`config.mk`:
```
export PLATFORM = sky130hd
export DESIGN_NAME = rgb2ycbcr_csc
export DESIGN_NICKNAME = d
export VERILOG_FILES = /design/src/rtl/rgb2ycbcr_csc.sv
export SDC_FILE = /design/constraint.sdc
export NUM_CORES = 1
export LEC_CHECK = 0
export ABC_CLOCK_PERIOD_IN_PS = 4890
export BUFFER_PORTS_ARGS = -buffer_cell sky130_fd_sc_hd__buf_4
export CORE_MARGIN = 2
export CORE_UTILIZATION = 35
export DETAILED_ROUTE_END_ITERATION = 7
export HOLD_SLACK_MARGIN = 0.1
export SKIP_CTS_REPAIR_TIMING = 1
export SYNTH_ARGS = -nofsm -noshare
export SYNTH_HDL_FRONTEND = slang
export SYNTH_SLANG_ARGS = --single-unit
export TNS_END_PERCENT = 30
```
`constraint.sdc`:
```
create_clock -name clk -period 4.89 [get_ports clk]
set_clock_uncertainty 0.2 [all_clocks]
set_input_delay 0.2445 -clock clk [delete_from_list [all_inputs] [get_ports clk]]
set_output_delay 0.2445 -clock clk [all_outputs]
set_load 0.02 [all_outputs]
```
`src/rtl/rgb2ycbcr_csc.sv`:
```
// rgb2ycbcr_csc: 3-stage RGB to gray/YCbCr/binary/bypass colour-space converter
//
// Ports:
//   clk          rising-edge clock
//   rst_n        asynchronous active-low reset
//   rgb_vsync    frame sync; its rising edge latches mode_sel / bin_thresh
//   rgb_clken    pixel clock enable (out_data forced to zero when delayed copy is low)
//   rgb_valid    pixel valid
//   rgb_data     {R,G,B}, DW bits each, R in the MSBs
//   mode_sel     requested mode: 0 gray, 1 YCbCr, 2 binary, 3 bypass
//   bin_thresh   binary-mode threshold applied to Y
//   out_vsync, out_clken, out_valid   inputs delayed by 3 cycles
//   out_data     converted pixel, 3 cycles after rgb_data
//   mode_active  mode currently latched for new frames
//
// Build option: define RGB2YCBCR_CSC_ROUND_EN to round half up before the
// fractional shift; otherwise the shift truncates.
module rgb2ycbcr_csc #(
    parameter int DW   = 8,
    parameter int FRAC = 8
) (
    input  logic            clk,
    input  logic            rst_n,
    input  logic            rgb_vsync,
    input  logic            rgb_clken,
    input  logic            rgb_valid,
    input  logic [3*DW-1:0] rgb_data,
    input  logic [1:0]      mode_sel,
    input  logic [DW-1:0]   bin_thresh,
    output logic            out_vsync,
    output logic            out_clken,
    output logic            out_valid,
    output logic [3*DW-1:0] out_data,
    output logic [1:0]      mode_active
);
    localparam int PW  = DW + FRAC;
    localparam int ACC = DW + FRAC + 2;

    // Coefficient magnitudes are defined at 8 fractional bits and rescaled to FRAC.
    function automatic logic [FRAC-1:0] kf(input int c8);
        return FRAC'((c8 * (2 ** FRAC) + 128) / 256);
    endfunction

    // Order: Y(R,G,B), Cb(R,G,B), Cr(R,G,B); signs applied in the sum stage.
    localparam logic [FRAC-1:0] K [9] = '{kf(77), kf(150), kf(29),
                                          kf(43), kf(85),  kf(128),
                                          kf(128), kf(107), kf(21)};

    localparam logic signed [ACC-1:0] OFF  = ACC'(2 ** (DW - 1 + FRAC));
    localparam logic signed [ACC-1:0] MAXV = ACC'(2 ** DW - 1);
`ifdef RGB2YCBCR_CSC_ROUND_EN
    localparam logic signed [ACC-1:0] RND  = ACC'(2 ** (FRAC - 1));
`else
    localparam logic signed [ACC-1:0] RND  = '0;
`endif

    function automatic logic signed [ACC-1:0] ext(input logic [PW-1:0] p);
        return $signed({2'b00, p});
    endfunction

    function automatic logic [DW-1:0] clamp(input logic signed [ACC-1:0] s);
        logic signed [ACC-1:0] t;
        t = s >>> FRAC;
        return (t < 0) ? '0 : ((t > MAXV) ? '1 : t[DW-1:0]);
    endfunction

    logic            r_vs_d;
    logic [DW-1:0]   r_thresh;
    logic            w_rise;
    logic [1:0]      w_mode;
    logic [DW-1:0]   w_thr;
    logic [DW-1:0]   w_c [3];

    logic [PW-1:0]   r_p [9];
    logic [2:0]      r_ctl1, r_ctl2;
    logic [3*DW-1:0] r_rgb1, r_rgb2;
    logic [1:0]      r_mode1, r_mode2;
    logic [DW-1:0]   r_thr1, r_thr2;
    logic signed [ACC-1:0] r_y, r_cb, r_cr;

    logic [DW-1:0]   w_y, w_cb, w_cr;
    logic [3*DW-1:0] w_res;

    assign w_c[0] = rgb_data[3*DW-1 -: DW];
    assign w_c[1] = rgb_data[2*DW-1 -: DW];
    assign w_c[2] = rgb_data[DW-1:0];

    // A pixel sampled in the capture cycle already uses the newly latched settings.
    assign w_rise = rgb_vsync & ~r_vs_d;
    assign w_mode = w_rise ? mode_sel   : mode_active;
    assign w_thr  = w_rise ? bin_thresh : r_thresh;

    always_ff @(posedge clk or negedge rst_n) begin
        if (!rst_n) begin
            r_vs_d      <= 1'b0;
            mode_active <= 2'd0;
            r_thresh    <= '0;
        end else begin
            r_vs_d      <= rgb_vsync;
            mode_active <= w_mode;
            r_thresh    <= w_thr;
        end
    end

    // Stage 1: unsigned coefficient products plus sideband.
    always_ff @(posedge clk or negedge rst_n) begin
        if (!rst_n) begin
            for (int i = 0; i < 9; i++) r_p[i] <= '0;
            r_ctl1  <= '0;
            r_rgb1  <= '0;
            r_mode1 <= '0;
            r_thr1  <= '0;
        end else begin
            for (int i = 0; i < 9; i++) r_p[i] <= PW'(w_c[i % 3]) * PW'(K[i]);
            r_ctl1  <= {rgb_vsync, rgb_clken, rgb_valid};
            r_rgb1  <= rgb_data;
            r_mode1 <= w_mode;
            r_thr1  <= w_thr;
        end
    end

    // Stage 2: signed sums with chroma offset and optional rounding constant.
    always_ff @(posedge clk or negedge rst_n) begin
        if (!rst_n) begin
            r_y     <= '0;
            r_cb    <= '0;
            r_cr    <= '0;
            r_ctl2  <= '0;
            r_rgb2  <= '0;
            r_mode2 <= '0;
            r_thr2  <= '0;
        end else begin
            r_y     <= ext(r_p[0]) + ext(r_p[1]) + ext(r_p[2]) + RND;
            r_cb    <= OFF + RND - ext(r_p[3]) - ext(r_p[4]) + ext(r_p[5]);
            r_cr    <= OFF + RND + ext(r_p[6]) - ext(r_p[7]) - ext(r_p[8]);
            r_ctl2  <= r_ctl1;
            r_rgb2  <= r_rgb1;
            r_mode2 <= r_mode1;
            r_thr2  <= r_thr1;
        end
    end

    // Stage 3: shift, clamp, mode mux.
    assign w_y  = clamp(r_y);
    assign w_cb = clamp(r_cb);
    assign w_cr = clamp(r_cr);

    always_comb begin
        w_res = (r_mode2 == 2'd0) ? {w_y, w_y, w_y} :
                (r_mode2 == 2'd1) ? {w_y, w_cb, w_cr} :
                (r_mode2 == 2'd2) ? ((w_y >= r_thr2) ? '1 : '0) :
                r_rgb2;
    end

    always_ff @(posedge clk or negedge rst_n) begin
        if (!rst_n) begin
            out_vsync <= 1'b0;
            out_clken <= 1'b0;
            out_valid <= 1'b0;
            out_data  <= '0;
        end else begin
            out_vsync <= r_ctl2[2];
            out_clken <= r_ctl2[1];
            out_valid <= r_ctl2[0];
            out_data  <= r_ctl2[1] ? w_res : '0;
        end
    end
endmodule

```
==> results of run 1 <==
[final timing paths]
check / startpoint / depth (start not counted) / end / slack (ns)
setup / recovery: rgb_data[12] / 16 / r_p[30] / 0.63
hold / removal: rst_n / 2 / out_vsync / 0.14
setup reg to reg: r_p[85] / 14 / r_cb[15] / 1.10
hold reg to reg: r_ctl2[0] / 0 / out_valid / 0.15
max in group asynchronous: rst_n / 3 / r_p[86] / 3.09
min in group clk: r_ctl2[0] / 0 / out_valid / 0.15
[where the power goes]
group | switching [uW] | total [uW] | internal [uW]
combinational | 2780 | 4980 | 2210
sequential | 359 | 2720 | 2360
clock | 727 | 1840 | 1110
[sequential cells by signal, indices dropped and copies added (netlist names), 3 cells and up]
register / count
r_p: 85
out_data: 24
r_rgb2: 24
r_rgb1: 23
r_cb: 10
r_cr: 10
r_y: 9
r_thr1: 8
r_thr2: 8
r_ctl1: 3
r_ctl2: 3
[synthesized netlist by cell type (3+ instances only)]
cell type / instances / area (um2)
xnor2_1: 66 / 578.1
and3_1: 6 / 37.54
or3_1: 5 / 31.28
a2111oi_0: 5 / 43.79
o21bai_1: 19 / 142.6
a21oi_1: 71 / 355.3
nor4_1: 3 / 18.77
dfrtp_1: 214 / 5355
o22ai_1: 16 / 100.1
mux2_2: 11 / 123.9
o211ai_1: 4 / 30.03
o21ai_0: 33 / 165.2
clkbuf_1: 9 / 33.78
nand2b_1: 9 / 56.30
inv_1: 231 / 867.1
o311ai_0: 3 / 26.28
nor2_1: 70 / 262.8
or2_2: 4 / 25.02
a31oi_1: 3 / 18.77
nand3_1: 13 / 65.06
o2111ai_1: 4 / 35.03
xor2_1: 29 / 254.0
fa_1: 83 / 1662
nand2_1: 40 / 150.1
a211oi_1: 4 / 30.03
or4_1: 4 / 30.03
nor3_1: 22 / 110.1
a211o_1: 3 / 26.28
o21a_1: 6 / 45.04
nor2b_1: 20 / 125.1
ha_1: 272 / 3403
a21o_1: 16 / 120.1
a311oi_1: 9 / 78.83
and2_1: 4 / 25.02
a21boi_0: 3 / 22.52
[through the flow]
stage	cell area, um2	cells	total power (uW)	hold slack (ns)	setup slack (ns)
after floorplan	14770	1346	6342	-0.2511	1.045
after global placement	15920	1943	7617	0.1367	0.6925
after detailed placement	15920	1943	7710	0.1403	0.6495
after CTS	16740	1986	9608	-0.4020	1.087
after global routing	17120	2024	10400	0.1626	0.4837
final	17120	2024	9538	0.1355	0.6337
[critical path: cells and delay by family]
family | cells | cell delay, ns
adders and majority gates | 5 | 2.24
buffers and inverters | 4 | 0.81
AOI/OAI and AO/OA | 4 | 0.56
and+or+nand+nor | 2 | 0.46
xor gates and xnor gates | 1 | 0.12
[routing by layer]
metal / vias up / wire length (um) / GRT usage
met4: 0 / 534 / 0.02906
met2: 121 / 14330 / 0.2438
met3: 46 / 1091 / 0.02005
met5: - / 0 / 0
li1: 4753 / - / -
met1: 4560 / 14790 / 0.2005
[cell families after synthesis]
family,after synthesis
AO/OA/AOI/OAI,220
XOR/XNOR,95
adder cells (fa/ha/maj),355
buffers and inverters,242
flip-flops,214
multiplexers,12
AND/OR/NAND/NOR,208
[cell type report]
class / instances / area [um2]
fill: 3998 / 24640
sequential: 214 / 5355
clock inverter: 12 / 161.4
tap: 539 / 674.4
multi-input combinational: 890 / 8503
clock buffer: 31 / 656.9
inverter: 231 / 867.1
timing repair buffer: 107 / 904.6
==> summary.txt, run 1 <==
Status
  – Outcome: finished, final reports clean

Cells and area
  – Nets@finish: roughly 1900
  – Commonest non-fill, non-tap cell in the layout: ha_1
  – Share of cells above drive strength 1: 0.09091
  – Antenna diodes: 0
  – Final core utilization: 0.4100
  – Most frequent cells in the layout: 272 x ha_1, 231 x inv_1, 214 x dfrtp_1, 83 x fa_1, 71 x a21oi_1
  – Area growth from synthesis to layout: 15.96%

Clocking
  – Root buffer cell: clkbuf_16
  – CTS Buf Count: 24
  – Clk_lat worst skew: between 0.5 and 0.6 ns
  – CTS tree: built
  – Clock-pin slew on the worst setup and hold paths: around 0.06 ns
  – CTS sink cnt: approximately 210
  – H-tree levels: 1
  – CTS Buffer Depth: 3

Drt
  – Final wirelength: just over 30000 um
  – Avg WL per Cell: around 15 um
  – Post-route DRC: 0
  – Initial DRC count: around 400
  – Detail Route Antenna Nets: 0
  – Vias per inst: around 4.7
  – Vias: 9480
  – Detailed Routing Iterations Pass 1: 4

Global route
  – Antenna violations before repair: 0
  – All-Layer GR Usage: 0.1449
  – First-pass GRT wire length: between 50000 and 60000 um
  – Global route total overflow: 0
  – Vias in the first global route: roughly 9900
  – Largest net degree at the start of global routing: ~100

Timing
  – Tmin final: around 4.3 ns
  – Max Fclk: about 230 MHz
  – RSZ-0062 raised after global routing: no
  – Final setup viols: 0
  – Slew headroom: 0.3501
  – Tightest Pin Transition: ~0.97 ns
  – Final Max Tran Viols: 0
  – Final hold vios: 0
  – Fin Setup TNS: 0 ns
  – Final worst-path cycle share: 0.8704

Die
  – Horiz. Die Dim: about 210 um
  – Core Area: 41760 um2
  – Io pins: 68
  – Std cell rows: between 70 and 80
  – Die ar.: 43850 um2
  – Die Span Y: between 200 and 250 um
  – Initial Util: 0.3536

Synth
  – Mapped Area: ~15000 um2
  – Synth Area in Simple Gates: 0.06812
  – Avg Cell Area, Syn: 10.97 um2
  – Post-synthesis xor/xnor area fraction: 0.05635
  – Post-synth EDFFs: 0
  – Syn Inst Count: between 1000 and 1500
  – Mux share of post-synthesis cell area: 0.009066
  – Top FF cell, synth: dfrtp_1
  – Sequential area share after synthesis: 0.3627
  – Yosys reg bits: 214
  – Ys async rst share: 1.000
  – Largest family of logic cells by synthesized area: adder cells
  – Synth unique cells: 62
  – Adder-cell share of the synthesized area: 0.3430
  – Number of synthesis warnings: 0
  – Synth Area in Compound Gates: 0.09931
  – Synth Net Count: 1740

Placed design
  – Placed wire-length estimate: roughly 25000 um
  – PortBufs: 67
  – RD Place Congestion: a little under 0.9

Critical path
  – CP max stage delay: ~0.55 ns
  – Crit path cell chain: dlygate4sd3_1, buf_4, ha_1, fa_1, inv_1, fa_1, inv_1, fa_1, ha_1, or3_1, o21ai_0, a21oi_1, a211o_1, nor2_1, o21bai_1, xnor2_1
  – Setup crit end kind: flip-flop
  – Worst path most repeated cell: fa_1
  – Critical path's slowest cell: fa_1
  – CP Max Fanout: 8
  – Crit path kind: in -> reg
  – Worst Setup Start Kind: input port
  – Worst EP arrival: ~4.5 ns
  – Critical Path RT: slightly above 5 ns

Min path
  – Worst Hold Class: in -> async

Power and ir drop
  – Leak Pwr: 0.008643 uW
  – Worst IR drop on VDD: around 0.34 mV
  – PD cells: 557.1 nW/um2

Flow run
  – Max Cap Viol: 0
No activity file was read; power rests on OpenSTA's default activity.
==> run 2: changes to the inputs <==
--- a/config.mk
+++ b/config.mk
@@ -5,12 +5,15 @@
 export SDC_FILE = /design/constraint.sdc
 export NUM_CORES = 1
 export LEC_CHECK = 0
+export ABC_AREA = 1
 export ABC_CLOCK_PERIOD_IN_PS = 4890
 export BUFFER_PORTS_ARGS = -buffer_cell sky130_fd_sc_hd__buf_4
 export CORE_MARGIN = 2
 export CORE_UTILIZATION = 35
 export DETAILED_ROUTE_END_ITERATION = 7
 export HOLD_SLACK_MARGIN = 0.1
+export RECOVER_POWER = 100
+export REMOVE_ABC_BUFFERS = 1
 export SKIP_CTS_REPAIR_TIMING = 1
 export SYNTH_ARGS = -nofsm -noshare
 export SYNTH_HDL_FRONTEND = slang
==> run 2 against run 1 <==
The run now ends with max-capacitance violations, max-slew violations left. Die area is 11% higher. Maximum frequency is 8.4% higher. Sequential cell count stayed put. Cell count is 29% higher. Worst hold slack better by 0.014 ns. Sequential share of layout area is 2.6 points lower. Worst setup slack better by 0.33 ns. Utilization is 0.82 points lower. Critical path type unchanged. Largest cell class unchanged.
==> summary.txt, run 2 <==
Critical path
  – CP Max Fanout: 8
  – Critical Path RT: slightly above 5 ns
  – Setup crit end kind: flip-flop
  – R2R Setup Slk: 1.15 ns
  – R2R Path Start: r_rgb1[16]
  – Worst Setup Start Kind: input port
  – R2R depth: 14
  – Worst EP arrival: about 4.2 ns
  – Worst r2r dst: r_cb[14]
  – Crit path kind: in -> reg

Global route
  – Antenna violations before repair: 0
  – Global route total overflow: 0
  – Vias in the first global route: around 12000
  – Largest net degree at the start of global routing: between 100 and 150
  – All-Layer GR Usage: 0.1623
  – First-pass GRT wire length: roughly 62000 um

Die
  – Core Area: between 40000 and 50000 um2
  – Die Span Y: roughly 220 um
  – Std cell rows: slightly below 80
  – Horiz. Die Dim: 220.8 um
  – Io pins: just under 70
  – Initial Util: 0.3541
  – Die ar.: between 40000 and 50000 um2

Timing
  – Fin Setup TNS: 0 ns
  – Tmin final: approximately 3.9 ns
  – Final WS setup: 0.9629 ns
  – RSZ-0062 raised after global routing: no
  – Final setup viols: 0
  – Final hold vios: 0
  – Final worst-path cycle share: 0.8031
  – Slew headroom: -0.8004
  – Max Fclk: approximately 250 MHz
  – Final Max Tran Viols: about 110
  – Tightest Pin Transition: 2.701 ns

Min path
  – Worst Hold Class: reg -> reg
  – Hold depth: 0
  – Hold Path Origin: r_ctl2[0]
  – Worst Hold End: out_valid

Synth
  – Mapped Area: around 16000 um2
  – Avg Cell Area, Syn: about 8.9 um2
  – Area contributors post-synth: dfrtp_1 33%, ha_1 21%, fa_1 10%
  – Most frequent cell after synthesis: inv_1
  – Syn Inst Count: around 1900
  – Most frequent cells after synthesis: 370 x inv_1, 361 x nand2_1, 272 x ha_1, 214 x dfrtp_1, 126 x a21oi_1
  – Leading area contributor after synthesis: dfrtp_1
  – Ys async rst share: 1.000
  – Top FF cell, synth: dfrtp_1
  – Synth unique cells: 42
  – Sequential area share after synthesis: 0.3256
  – Post-synth EDFFs: 0
  – Number of synthesis warnings: 0
  – Top cell type's share of synthesized area: 0.3256
  – Yosys reg bits: approximately 210

Power and ir drop
  – Worst IR drop on VDD: about 0.4 mV
  – Leak Pwr: between 0.01 and 0.015 uW
  – Clock power share: 0.176
  – Internal power: 5854 uW
  – Gate power share: 0.585
  – PD cells: ~600 nW/um2
  – Sequential Power Share: 0.238
  – Switching part of the total power: 0.4737
  – NetSw: roughly 5300 uW

Cells and area
  – Share of cells above drive strength 1: 0.05153
  – Antenna diodes: 0
  – Area growth from synthesis to layout: 13.49%
  – Most frequent cells in the layout: 370 x inv_1, 362 x nand2_1, 272 x ha_1, 214 x dfrtp_1, 127 x a21oi_1
  – Fill cells: 4632
  – Top Registers: r_p x85, out_data x24, r_rgb2 x24
  – Max reg flops: 85
  – Sequential cell area: 5355 um2
  – Final instance area: ~19000 um2
  – Commonest non-fill, non-tap cell in the layout: inv_1
  – Final core utilization: 0.4018
  – Nets@finish: around 2400
  – Multi-input gate area: 9572 um2
  – Largest reg by FF count: r_p

Status
  – Outcome: complete, but fails checks
  – Failing checks: max-capacitance violations, max-slew violations

Clocking
  – Root buffer cell: clkbuf_16
  – CTS tree: built
  – H-tree levels: 1
  – CTS sink cnt: approximately 210
  – CTS Buffer Depth: 3
  – Clk_lat worst skew: between 0.5 and 0.6 ns
  – CTS Buf Count: 25
  – Clock-pin slew on the worst setup and hold paths: ~0.060 ns

Placed design
  – RD Place Congestion: between 0.9 and 1
  – Post-place setup slack: roughly 1.1 ns
  – PortBufs: 67
  – Area after DPL: around 18000 um2
  – Placed wire-length estimate: ~32000 um

Drt
  – Vias: around 12000
  – Detailed Routing Iterations Pass 1: 5
  – Vias per inst: 4.668
  – Initial DRC count: 636
  – Avg WL per Cell: about 15 um
  – Detail Route Antenna Nets: 0
  – Final wirelength: about 38000 um
  – Post-route DRC: 0

Flow run
  – Max Cap Viol: 1
## run 2: changes by cell type in the layout (fill, tap and decap cells not counted), moves of 10 or more
cell and delta:
clkbuf_1 +51, nor2b_1 -20, nand3_1 +75, nand2_1 +322
o21ai_0 +23, inv_1 +139, nand4_1 +10, a21oi_1 +56
xor2_1 +28, o22ai_1 -16, o21bai_1 -10, buf_4 -58
xnor2_1 -51, or2_2 +21
## run 2: critical path, cell delays in order
cell and delay [ns]:
dlygate4sd3_1 0.53, clkbuf_1 0.35, ha_1 0.37, fa_1 0.55, inv_1 0.05, fa_1 0.49, inv_1 0.05, fa_1 0.46
ha_1 0.37, a21o_1 0.20, nand2_1 0.06, nand3_1 0.14, nand2_1 0.12, nand2_1 0.05, nand2_1 0.05, nand2_1 0.05
## run 2: worst max path at each step
stage                 start  depth (start not counted)        to
2_1_floorplan  rgb_data[12]                         14   r_p[30]
3_3_place_gp   rgb_data[12]                         15   r_p[30]
3_5_place_dp   rgb_data[12]                         15   r_p[28]
4_1_cts          r_rgb1[16]                         17  r_cb[13]
5_1_grt        rgb_data[14]                         17  r_p[125]
6_report       rgb_data[14]                         16   r_p[28]
## run 2: power groups by stage
stage               combinational [uW]  clock, uW  sequential [uW]
detailed placement                6530          0             2700
floorplan                         4760          0             2600
global route                      7550       2090             2710
CTS                               6580       2020             2670
finish                            6510       1960             2650
global placement                  6460          0             2700
## run 2: routing by layer
layer	up-vias	routed length, um	share of wire	GRT usage
met5	-	0	0	0
met4	0	1024	0.027	0.04267
met3	65	1508	0.039	0.02144
met2	206	17730	0.46	0.2773
met1	5722	18130	0.47	0.2164
li1	6171	-	-	-
## run 2: final cells by class
cell class	count	area share
multi-input cells	1261	0.5127
flip-flops and latches	214	0.2869
inverters	372	0.07480
well taps	607	0.04068
clock buffers	32	0.03760
repair buffers	106	0.03760
clock inverters	14	0.009719
## run 2: kinds of logic after synthesis
group	count (synthesis)	synth area share
adder cells (fa/ha/maj)	355	0.3079
AND/OR/NAND/NOR	595	0.1561
buffers and inverters	383	0.08885
flip-flops	214	0.3256
multiplexers	10	0.006846
XOR/XNOR	72	0.03834
AO/OA/AOI/OAI	229	0.07637
## run 2: stage by stage
stage          total power, uW  instances  hold WS [ns]
5_1_grt                  12360       2606        0.1498
3_5_place_dp              9230       2522        0.1364
2_1_floorplan             7357       1847       -0.2511
4_1_cts                  11260       2568       -0.4294
3_3_place_gp              9156       2522        0.1329
6_report                 11120       2606        0.1491
==> run 3: changes to the inputs <==
--- a/config.mk
+++ b/config.mk
@@ -6,7 +6,7 @@
 export NUM_CORES = 1
 export LEC_CHECK = 0
 export ABC_AREA = 1
-export ABC_CLOCK_PERIOD_IN_PS = 4890
+export ABC_CLOCK_PERIOD_IN_PS = 3400
 export BUFFER_PORTS_ARGS = -buffer_cell sky130_fd_sc_hd__buf_4
 export CORE_MARGIN = 2
 export CORE_UTILIZATION = 35
==> constraint.sdc (replaced) <==
create_clock -name clk -period 3.4 [get_ports clk]
set_clock_uncertainty 0.2 [all_clocks]
set_input_delay 0.17 -clock clk [delete_from_list [all_inputs] [get_ports clk]]
set_output_delay 0.17 -clock clk [all_outputs]
set_load 0.02 [all_outputs]
==> run 3 against run 2 <==
The flow still finishes with violations (max-capacitance violations, max-slew violations). Critical path depth down 2. Register-to-register slack worse by 0.95 ns. Via count up 1.3%. Non-clock buffer count up 50. Sequential cell count unchanged. Sequential share of layout area down 0.59 points. Design area up 2.1%. Clock-buffer cell count down 1. Cell count up 1.8%. Sequential power up 42%. Die area unchanged. Critical endpoint is now r_p[141]. Largest cell class unchanged. Largest power group unchanged.
==> summary.txt, run 3 (same netlist as run 2, synthesis figures left out) <==
Status
  – Outcome: complete, but fails checks
  – Failing checks: max-capacitance violations, max-slew violations

Cells and area
  – Final core utilization: 0.4102
  – Antenna diodes: 0
  – Area growth from synthesis to layout: 15.87%
  – Max reg flops: 85
  – Share of cells above drive strength 1: 0.08012
  – Top Registers: r_p x85, out_data x24, r_rgb2 x24
  – Fill cells: 4680
  – Nets@finish: 2424
  – Most frequent cells in the layout: 370 x inv_1, 360 x nand2_1, 269 x ha_1, 214 x dfrtp_1, 125 x a21oi_1
  – Largest reg by FF count: r_p
  – Final instance area: roughly 19000 um2
  – Commonest non-fill, non-tap cell in the layout: inv_1

Critical path
  – Worst path most repeated cell: ha_1
  – Worst setup path start: rgb_data[23]
  – Setup crit end kind: flip-flop
  – Largest delay share family, worst path: adder cells
  – Buf+Inv Stages, Crit Path: 4
  – Worst Setup Start Kind: input port
  – R2R Setup Slk: around 0.2 ns
  – Critical path's slowest cell: dlygate4sd3_1
  – CP max stage delay: approximately 0.53 ns
  – Critical Path RT: around 3.6 ns
  – Crit path cell chain: dlygate4sd3_1, clkbuf_1, ha_1, ha_1, inv_1, fa_1, inv_1, ha_1, ha_1, nand2_1, nor3_1, o21ai_0, nand3_1, xor2_1
  – Worst EP arrival: approximately 3.5 ns
  – CP Max Fanout: 4
  – R2R Path Start: r_rgb1[16]
  – Crit path kind: in -> reg

Timing
  – Final hold slack: approximately 0.11 ns
  – Fin Setup TNS: 0 ns
  – RSZ-0062 raised after global routing: yes
  – Final hold vios: 0
  – Final worst-path cycle share: 0.9537
  – Slew headroom: -0.2475
  – Tightest Pin Transition: between 1.5 and 2 ns
  – Final setup viols: 0
  – Max Fclk: roughly 310 MHz
  – Final Max Tran Viols: a little under 80
  – Tmin final: approximately 3.2 ns

Clocking
  – CTS tree: built
  – H-tree levels: 1
  – CTS Buf Count: 25
  – Clock-pin slew on the worst setup and hold paths: 0.06 ns
  – Root buffer cell: clkbuf_16
  – Clk_lat worst skew: approximately 0.52 ns
  – CTS Buffer Depth: 3
  – CTS sink cnt: about 210

Placed design
  – Area after DPL: 18010 um2
  – RD Place Congestion: between 0.8 and 0.9
  – Placed wire-length estimate: 32580 um
  – PortBufs: 67

Die
  – Std cell rows: about 80
  – Horiz. Die Dim: approximately 220 um
  – Core Area: between 40000 and 50000 um2
  – Initial Util: 0.3541
  – Die ar.: slightly below 50000 um2
  – Io pins: between 60 and 70
  – Die Span Y: approximately 220 um

Global route
  – First-pass GRT wire length: between 60000 and 70000 um
  – Global route total overflow: 0
  – All-Layer GR Usage: 0.1629
  – Antenna violations before repair: 0
  – Vias in the first global route: ~12000
  – Largest net degree at the start of global routing: 80

Power and ir drop
  – Worst IR drop on VDD: 0.4726 mV
  – PD cells: 845.0 nW/um2
  – Leak Pwr: about 0.010 uW

Drt
  – Vias: 12324
  – Avg WL per Cell: between 10 and 15 um
  – Final wirelength: 38970 um
  – Post-route DRC: 0
  – Initial DRC count: ~600
  – Detail Route Antenna Nets: 0
  – Vias per inst: between 4 and 5
  – Detailed Routing Iterations Pass 1: 5

Min path
  – Worst Hold Class: in -> reg
  – Hold Path Origin: rgb_data[10]

Flow run
  – Max Cap Viol: 1
## run 3: path summary, 6_finish.rpt
path	end	cells past startpoint
max reg2reg	r_cb[13]	17
min in group asynchronous	r_thr2[4]	2
min reg2reg	r_ctl2[0]	0
min	r_p[18]	4
max in group asynchronous	r_cr[10]	3
max	r_p[141]	14
## run 3: layout make-up
class	count	area, um2	area share
Timing Repair Buffer	156	1110	0.05823
Tap cell	607	759.5	0.03985
Inverter	372	1396	0.07327
Sequential cell	214	5355	0.2810
Clock buffer	31	678.2	0.03558
Clock inverter	13	127.6	0.006696
Multi-Input combinational cell	1261	9632	0.5054
## run 3: routing by layer
metal / part of all wire / global-route usage / up-vias
met5: 0 / 0 / -
met4: 0.021 / 0.03578 / 0
met3: 0.037 / 0.01581 / 61
met2: 0.46 / 0.2781 / 210
met1: 0.48 / 0.2236 / 5793
li1: - / - / 6260
## run 3: power breakdown
part / internal (uW) / total [uW] / leakage (uW) / switching (uW)
clock network: 1560 / 2610 / 0.000398 / 1050
logic: 3600 / 9720 / 0.00744 / 6120
registers: 3350 / 3770 / 0.00255 / 426
total: 8510 / 16100 / 0.0104 / 7590
## run 3: metrics by stage
stage / total power [uW] / std cells / worst slack, ns
3_3_place_gp: 13390 / 2566 / -0.1771
6_report: 16100 / 2654 / 0.1574
4_1_cts: 16200 / 2610 / 0.1732
5_1_grt: 17800 / 2654 / -0.01266
2_1_floorplan: 10580 / 1847 / 0.1092
3_5_place_dp: 13480 / 2566 / -0.2511
## run 3: worst min-delay path, cell delays in order
cell	delay, ns
clkbuf_4	0.11
ha_1	0.16
buf_4	0.12
ha_1	0.21
